### src/rtl/psum_pkg.sv
// psum_pkg
// Shared types and constants for the partial-sum accumulator slice.
//   state_t        : job FSM states (IDLE, ACCUM, DRAIN)
//   PSUM_W/LANE_W  : incoming psum width and per-lane width in split mode
//   SHIFT_W        : width of the per-beat shift field
//   MAX_SHIFT      : largest shift applied; larger requests clamp to this
//   ACC_W_DEFAULT  : default accumulator/output lane width
package psum_pkg;

  typedef enum logic [1:0] {
    IDLE  = 2'd0,
    ACCUM = 2'd1,
    DRAIN = 2'd2
  } state_t;

  localparam int PSUM_W        = 18;
  localparam int LANE_W        = 9;
  localparam int SHIFT_W       = 4;
  localparam int MAX_SHIFT     = 12;
  localparam int ACC_W_DEFAULT = 32;

endpackage

### src/rtl/psum_lane_ext.sv
// psum_lane_ext
// Combinational lane conditioner: extends a raw lane to ACC_W bits and
// applies the per-beat left shift so the result can be added directly
// into an accumulator.
//   lane_raw  in  PSUM_W   raw lane; only [LANE_W-1:0] is used when split=1
//   split     in  1        1: lane is LANE_W bits wide; 0: full PSUM_W bits
//   is_signed in  1        1: sign-extend; 0: zero-extend
//   shift     in  SHIFT_W  left shift, values above MAX_SHIFT clamp
//   addend    out ACC_W    extended and shifted addend
module psum_lane_ext
  import psum_pkg::*;
#(
  parameter int ACC_W = ACC_W_DEFAULT
) (
  input  logic [PSUM_W-1:0]  lane_raw,
  input  logic               split,
  input  logic               is_signed,
  input  logic [SHIFT_W-1:0] shift,
  output logic [ACC_W-1:0]   addend
);

  logic [ACC_W-1:0]   ext;
  logic [SHIFT_W-1:0] eff_shift;

  // Extend from whichever bit is the lane's sign bit, then shift. Shift
  // requests beyond MAX_SHIFT saturate rather than wrap so a bad shift
  // code cannot push the operand into unexpected bit positions.
  always_comb begin
    ext       = '0;
    eff_shift = shift;
    if (split) begin
      ext = {{(ACC_W-LANE_W){is_signed & lane_raw[LANE_W-1]}}, lane_raw[LANE_W-1:0]};
    end else begin
      ext = {{(ACC_W-PSUM_W){is_signed & lane_raw[PSUM_W-1]}}, lane_raw};
    end
    if (shift > SHIFT_W'(MAX_SHIFT)) begin
      eff_shift = SHIFT_W'(MAX_SHIFT);
    end
    addend = ext << eff_shift;
  end

endmodule

### src/rtl/psum_accumulator.sv
// psum_accumulator
// Accumulates the fusion-unit partial-sum stream over a configured
// reduction length and presents the one- or two-lane result downstream.
//   clk, rst          clock, synchronous active-high reset
//   cfg_valid/ready   job descriptor handshake (ready only in IDLE)
//   cfg_len           psums per result, 0 means 2^LEN_W
//   cfg_split         1: two packed 9-bit lanes; 0: one 18-bit total
//   cfg_signed        1: sign-extend lanes; 0: zero-extend
//   psum_valid/ready  psum beat handshake (ready only in ACCUM)
//   psum_in           18-bit partial sum
//   psum_shift        per-beat left shift, 13..15 act as 12
//   out_valid/ready   result handshake (valid only in DRAIN)
//   out_acc0/out_acc1 lane-0 (or total) and lane-1 results
//   busy              high whenever a job is in progress
module psum_accumulator
  import psum_pkg::*;
#(
  parameter int ACC_W = ACC_W_DEFAULT,
  parameter int LEN_W = 8
) (
  input  logic               clk,
  input  logic               rst,
  input  logic               cfg_valid,
  output logic               cfg_ready,
  input  logic [LEN_W-1:0]   cfg_len,
  input  logic               cfg_split,
  input  logic               cfg_signed,
  input  logic               psum_valid,
  output logic               psum_ready,
  input  logic [PSUM_W-1:0]  psum_in,
  input  logic [SHIFT_W-1:0] psum_shift,
  output logic               out_valid,
  input  logic               out_ready,
  output logic [ACC_W-1:0]   out_acc0,
  output logic [ACC_W-1:0]   out_acc1,
  output logic               busy
);

  state_t             state;
  state_t             next_state;
  logic [LEN_W-1:0]   len_q;
  logic               split_q;
  logic               signed_q;
  logic [LEN_W-1:0]   count;
  logic [ACC_W-1:0]   acc0;
  logic [ACC_W-1:0]   acc1;
  logic [ACC_W-1:0]   addend0;
  logic [ACC_W-1:0]   addend1;
  logic [PSUM_W-1:0]  lane1_raw;
  logic               cfg_fire;
  logic               beat_fire;
  logic               last_beat;

  // Acceptance is qualified by the registered state, never by the
  // handshake outputs, so the outputs stay pure functions of state.
  assign cfg_fire  = (state == IDLE)  && cfg_valid;
  assign beat_fire = (state == ACCUM) && psum_valid;

  // len_q - 1 wraps to all-ones when len_q is 0, which gives the
  // 2^LEN_W reduction length without a wider counter.
  assign last_beat = (count == (len_q - LEN_W'(1)));

  // Lane 1 only carries data in split mode; in total mode it adds zero.
  assign lane1_raw = split_q ? {{(PSUM_W-LANE_W){1'b0}}, psum_in[PSUM_W-1:LANE_W]} : '0;

  psum_lane_ext #(.ACC_W(ACC_W)) u_lane0 (
    .lane_raw  (psum_in),
    .split     (split_q),
    .is_signed (signed_q),
    .shift     (psum_shift),
    .addend    (addend0)
  );

  psum_lane_ext #(.ACC_W(ACC_W)) u_lane1 (
    .lane_raw  (lane1_raw),
    .split     (split_q),
    .is_signed (signed_q),
    .shift     (psum_shift),
    .addend    (addend1)
  );

  // State register.
  always_ff @(posedge clk) begin
    if (rst) begin
      state <= IDLE;
    end else begin
      state <= next_state;
    end
  end

  // Next-state and handshake decode. Outputs depend only on the current
  // state; DRAIN always returns through IDLE so a new descriptor can only
  // land the cycle after the result handshake.
  always_comb begin
    next_state = state;
    cfg_ready  = 1'b0;
    psum_ready = 1'b0;
    out_valid  = 1'b0;
    busy       = 1'b1;
    case (state)
      IDLE: begin
        cfg_ready = 1'b1;
        busy      = 1'b0;
        if (cfg_valid) begin
          next_state = ACCUM;
        end
      end
      ACCUM: begin
        psum_ready = 1'b1;
        if (psum_valid && last_beat) begin
          next_state = DRAIN;
        end
      end
      DRAIN: begin
        out_valid = 1'b1;
        if (out_ready) begin
          next_state = IDLE;
        end
      end
      default: begin
        next_state = IDLE;
      end
    endcase
  end

  // Job configuration, beat counter and accumulators. Sums wrap modulo
  // 2^ACC_W by design; the accumulators double as the output registers
  // and simply hold while DRAIN waits for the downstream.
  always_ff @(posedge clk) begin
    if (rst) begin
      len_q    <= '0;
      split_q  <= 1'b0;
      signed_q <= 1'b0;
      count    <= '0;
      acc0     <= '0;
      acc1     <= '0;
    end else if (cfg_fire) begin
      len_q    <= cfg_len;
      split_q  <= cfg_split;
      signed_q <= cfg_signed;
      count    <= '0;
      acc0     <= '0;
      acc1     <= '0;
    end else if (beat_fire) begin
      count <= count + LEN_W'(1);
      acc0  <= acc0 + addend0;
      acc1  <= acc1 + addend1;
    end
  end

  assign out_acc0 = acc0;
  assign out_acc1 = acc1;

endmodule

### config.mk
export PLATFORM = sky130hd
export DESIGN_NAME = psum_accumulator
export DESIGN_NICKNAME = d
export VERILOG_FILES = /design/src/rtl/psum_pkg.sv /design/src/rtl/psum_lane_ext.sv /design/src/rtl/psum_accumulator.sv
export SDC_FILE = /design/constraint.sdc
export NUM_CORES = 1
export LEC_CHECK = 0
export CAP_MARGIN = 20
export CORE_MARGIN = 2
export CORE_UTILIZATION = 52
export CTS_CLUSTER_DIAMETER = 200
export DETAILED_ROUTE_END_ITERATION = 6
export PLACE_DENSITY = 0.79
export REMOVE_ABC_BUFFERS = 1
export SETUP_SLACK_MARGIN = 0.5
export SLEW_MARGIN = 10
export SYNTH_ARGS = -nofsm -noshare
export SYNTH_HDL_FRONTEND = slang
export SYNTH_SLANG_ARGS = --single-unit
### constraint.sdc
create_clock -name clk -period 4.3 [get_ports clk]
set_clock_uncertainty 0.15 [all_clocks]
set_input_delay 0.645 -clock clk [delete_from_list [all_inputs] [get_ports clk]]
set_output_delay 0.645 -clock clk [all_outputs]
set_load 0.01 [all_outputs]
==> results.tsv <==
stage	metric	value	unit
power	p_per_area	226	nW/um^2
detailed_routing	viasPerCell	6.10	
setup_path	worstSetupPathType	in2reg	
timing	slew_headroom	54.4	%
floorplan	initial_core_util	52.8	%
grt	grt.overflow.total	0	
setup_path	timing.rr.start	signed_q	
setup_path	crit_path_start_kind	input pin	
min_path	holdCritPathClass	reg2reg	
setup_path	crit_chain	buf_8, nand2_8, and2_4, buf_12, mux2i_4, nand2b_1, a31o_4, mux2i_4, o22ai_2, ha_2, a211oi_2, a22oi_2, a41oi_2, o31ai_4, buf_6, a2111oi_4, o31ai_1, a21oi_1, mux2i_1, nand2_1	
floorplan	rows	45	
grt	grt_antenna_before_repair	1	
final_layout	final_util	80.8	%
detailed_routing	post-route-drc-count	0	
timing	rsz0062_at_grt	true	
clock_tree	cts.path.max_buffers	2	
run	cap_violations	0	
setup_path	endpoint_kind	register	
yosys	synth-seq-cells	84	
grt	track_usage	33.0	%
timing	setup_viol	0	
clock_tree	cts_buffers	9	
timing	worst_pin_slew	684	ps
final_layout	seq_area	1680	um^2
setup_path	max_stage_delay	430	ps
power	p_leak	5.52	nW
yosys	yosysTopAreaCellShare	21.0	%
yosys	async_flop_share	0	%
grt	grt_pass1_vias	9023	
yosys	yosys-top-cells-count	193 x nand2_1, 126 x a21oi_1, 84 x dfxtp_1	
power	pwr-share-comb	37.6	%
power	pwr-share-clk	32.6	%
timing	period_minus_slack	4260	ps
detailed_routing	drtIter0Drc	932	
timing	slew_viol_final	0	
yosys	yosys.area.top_type	dfxtp_1	
clock_tree	cts-root-buf	clkbuf_16	
clock_tree	cts_tree	built	
timing	setup_tns	0	ps
grt	grt_max_degree	61	
place	gp_congestion	0.988	
final_layout	fin_cells	1632	
clock_tree	clk_latency	360	ps
setup_path	critPathLaunch	psum_shift[3]	
final_layout	areaGrowthSynthToFinish	52.9	%
power	swShare	34.8	%
timing	hold_viol	0	
setup_path	r2r_end	out_acc0[29]	
final_layout	fin_nets	1541	
clock_tree	cts.sinks	84	
floorplan	coreArea	15100	um^2
yosys	yosysMostFrequentCell	nand2_1	
setup_path	cp_slowest_cell	a2111oi_4	
yosys	synth_cells	1127	
final_layout	drive_gt1_share	30.6	%
place	place_hpwl	19.6	mm
setup_path	crit_family	compound AO/OA/AOI/OAI gates	
detailed_routing	first_pass_iters	5	
setup_path	path_depth	20	
power	vdd_drop_max	218	uV
power	p_int	1.81	mW
yosys	ys.flop_type	dfxtp_1	
setup_path	cp_common_cell	mux2i_4	
yosys	ys_seq_area_share	21.0	%
setup_path	cp_max_fo	5	
clock_tree	htree_levels	3	
final_layout	multi_input_area	6720	um^2
grt	grt_first_pass_wirelength	44.1	mm
detailed_routing	vias	9961	
clock_tree	path_clk_slew	70	ps
yosys	netlist_top_cells_area	dfxtp_1 21%, ha_1 10%, nand2_1 9.1%, a21oi_1 7.9%, a21o_1 4.4%	
floorplan	die_y	128	um
status	status	completed	
yosys	avgSynthCellArea	7.10	um^2
detailed_routing	wl	29.6	mm
floorplan	die_x	128	um
detailed_routing	ant_nets	0	
power	p_switching	0.965	mW
timing	finalCritPeriodShare	99.0	%
yosys	netlist_area	8000	um^2
yosys	synth.distinct_cells	71	
place	port_buffers	104	
yosys	synth_warnings	0	
detailed_routing	routedWlPerCell	18.1	um
setup_path	cp.arrival	4360	ps
place	dpl.cell_count	1573	
power	seq_power_share	29.8	%
setup_path	crit_buf_inv	3	
setup_path	reg2reg_depth	19	
yosys	synth_edf_count	0	
final_layout	fill_cells	932	
setup_path	r2r_slack	330	ps
floorplan	ios	105	
timing	fmax	235	MHz
setup_path	endpoint	out_acc0[29]	
setup_path	critPathRequiredTime	4400	ps
floorplan	die_area	16400	um^2
[how the worst min path moves through the flow]
| stage | depth (start not counted) | from | endpoint | slack (ps) |
|---|---|---|---|---|
| after global placement | 2 | len_q[7] | len_q[7] | 310 |
| after CTS | 2 | len_q[7] | len_q[7] | 320 |
| after global routing | 2 | out_acc1[22] | out_acc1[22] | 340 |
| after floorplan | 2 | len_q[6] | len_q[6] | 290 |
| final | 2 | len_q[7] | len_q[7] | 320 |
| after detailed placement | 2 | len_q[7] | len_q[7] | 310 |
[layout by cell type (no fill, tap or decap), types with 7 or more instances in the layout]
cell type / count
buf_4: 239
nand2_1: 185
a21oi_1: 98
clkdlybuf4s50_1: 87
dfxtp_1: 83
nor2_1: 74
ha_1: 51
a21o_1: 47
nand3_1: 43
o21ai_0: 36
xnor2_1: 32
a21oi_2: 28
inv_1: 24
buf_6: 24
xor2_1: 23
o21ai_1: 21
mux2i_1: 17
a31oi_1: 16
nor3_1: 16
and3_1: 12
o21ai_2: 12
o21bai_1: 11
or3_1: 10
dlygate4sd2_1: 10
nand4_1: 9
clkbuf_16: 9
a31oi_2: 8
mux2i_2: 8
a211oi_2: 8
ha_4: 8
o211ai_1: 7
nand2b_1: 7
[sequential cells by signal (all words and copies together) (netlist names)]
register / flops
split_q: 1
count: 8
out_acc0: 32
len_q: 8
state: 2
out_acc1: 32
signed_q: 1
[cells by family after synthesis]
family	synth area share, %
XOR/XNOR	6.02
buffers and inverters	4.72
multiplexers	3.89
flip-flops	21.0
AND/OR/NAND/NOR	24.2
AO/OA/AOI/OAI	29.7
adder cells (fa/ha/maj)	10.5
[metrics by stage]
stage          hold slack (ps)  power, mW  area, um^2  setup slack, ps
3_3_place_gp               305       1.67       10700             -688
4_1_cts                    324       2.66       11600              320
2_1_floorplan              289       1.27        7730             -332
5_1_grt                    339       2.88       12200            -75.6
3_5_place_dp               314       1.68       10700             -782
6_report                   323       2.77       12200             43.0
[power groups by stage]
stage	logic, mW	registers (mW)	clock network [mW]
floorplan	0.424	0.842	0
finish	1.04	0.825	0.903
global route	1.11	0.828	0.938
global placement	0.829	0.840	0
detailed placement	0.840	0.841	0
CTS	0.929	0.824	0.907
[area by class of cell]
class | instances | area share [%]
multi-input combinational | 945 | 54.9
inverter | 27 | 0.849
tap | 188 | 1.92
sequential | 84 | 13.8
clock buffer | 9 | 1.84
clock inverter | 7 | 0.849
antenna | 1 | 0.0204
timing repair buffer | 371 | 25.9
[routing by layer]
layer,part of all wire [%],up-vias,track usage [%]
li1,-,4714,-
met1,42,4667,44.7
met2,47,481,54.9
met3,7.2,99,3.88
met4,3.1,0,10.7
met5,0,-,0
[repair_timing]
action	in CTS	in global routing
endpoints found under the setup margin	50	39
resized for setup	145	97
pin swaps	49	47
endpoints found under the hold margin	0	0
hold buffers	0	0
buffers inserted	18	24
[worst register-to-register path: stages (launching register included)]
cell       delay, ps
dfxtp_1          490
nand2_1           90
nand2_1          120
o21ai_1           90
o21ai_1          200
o21ai_1          110
nand2_1           80
o21ai_1           80
o22ai_1          170
ha_2             310
o21ai_2          190
a22oi_2          130
a41oi_2          250
o31ai_4          140
buf_6            150
a2111oi_4        430
o31ai_1          130
a21oi_1          230
mux2i_1          240
nand2_1           80
(Power assumes the default switching activity.)
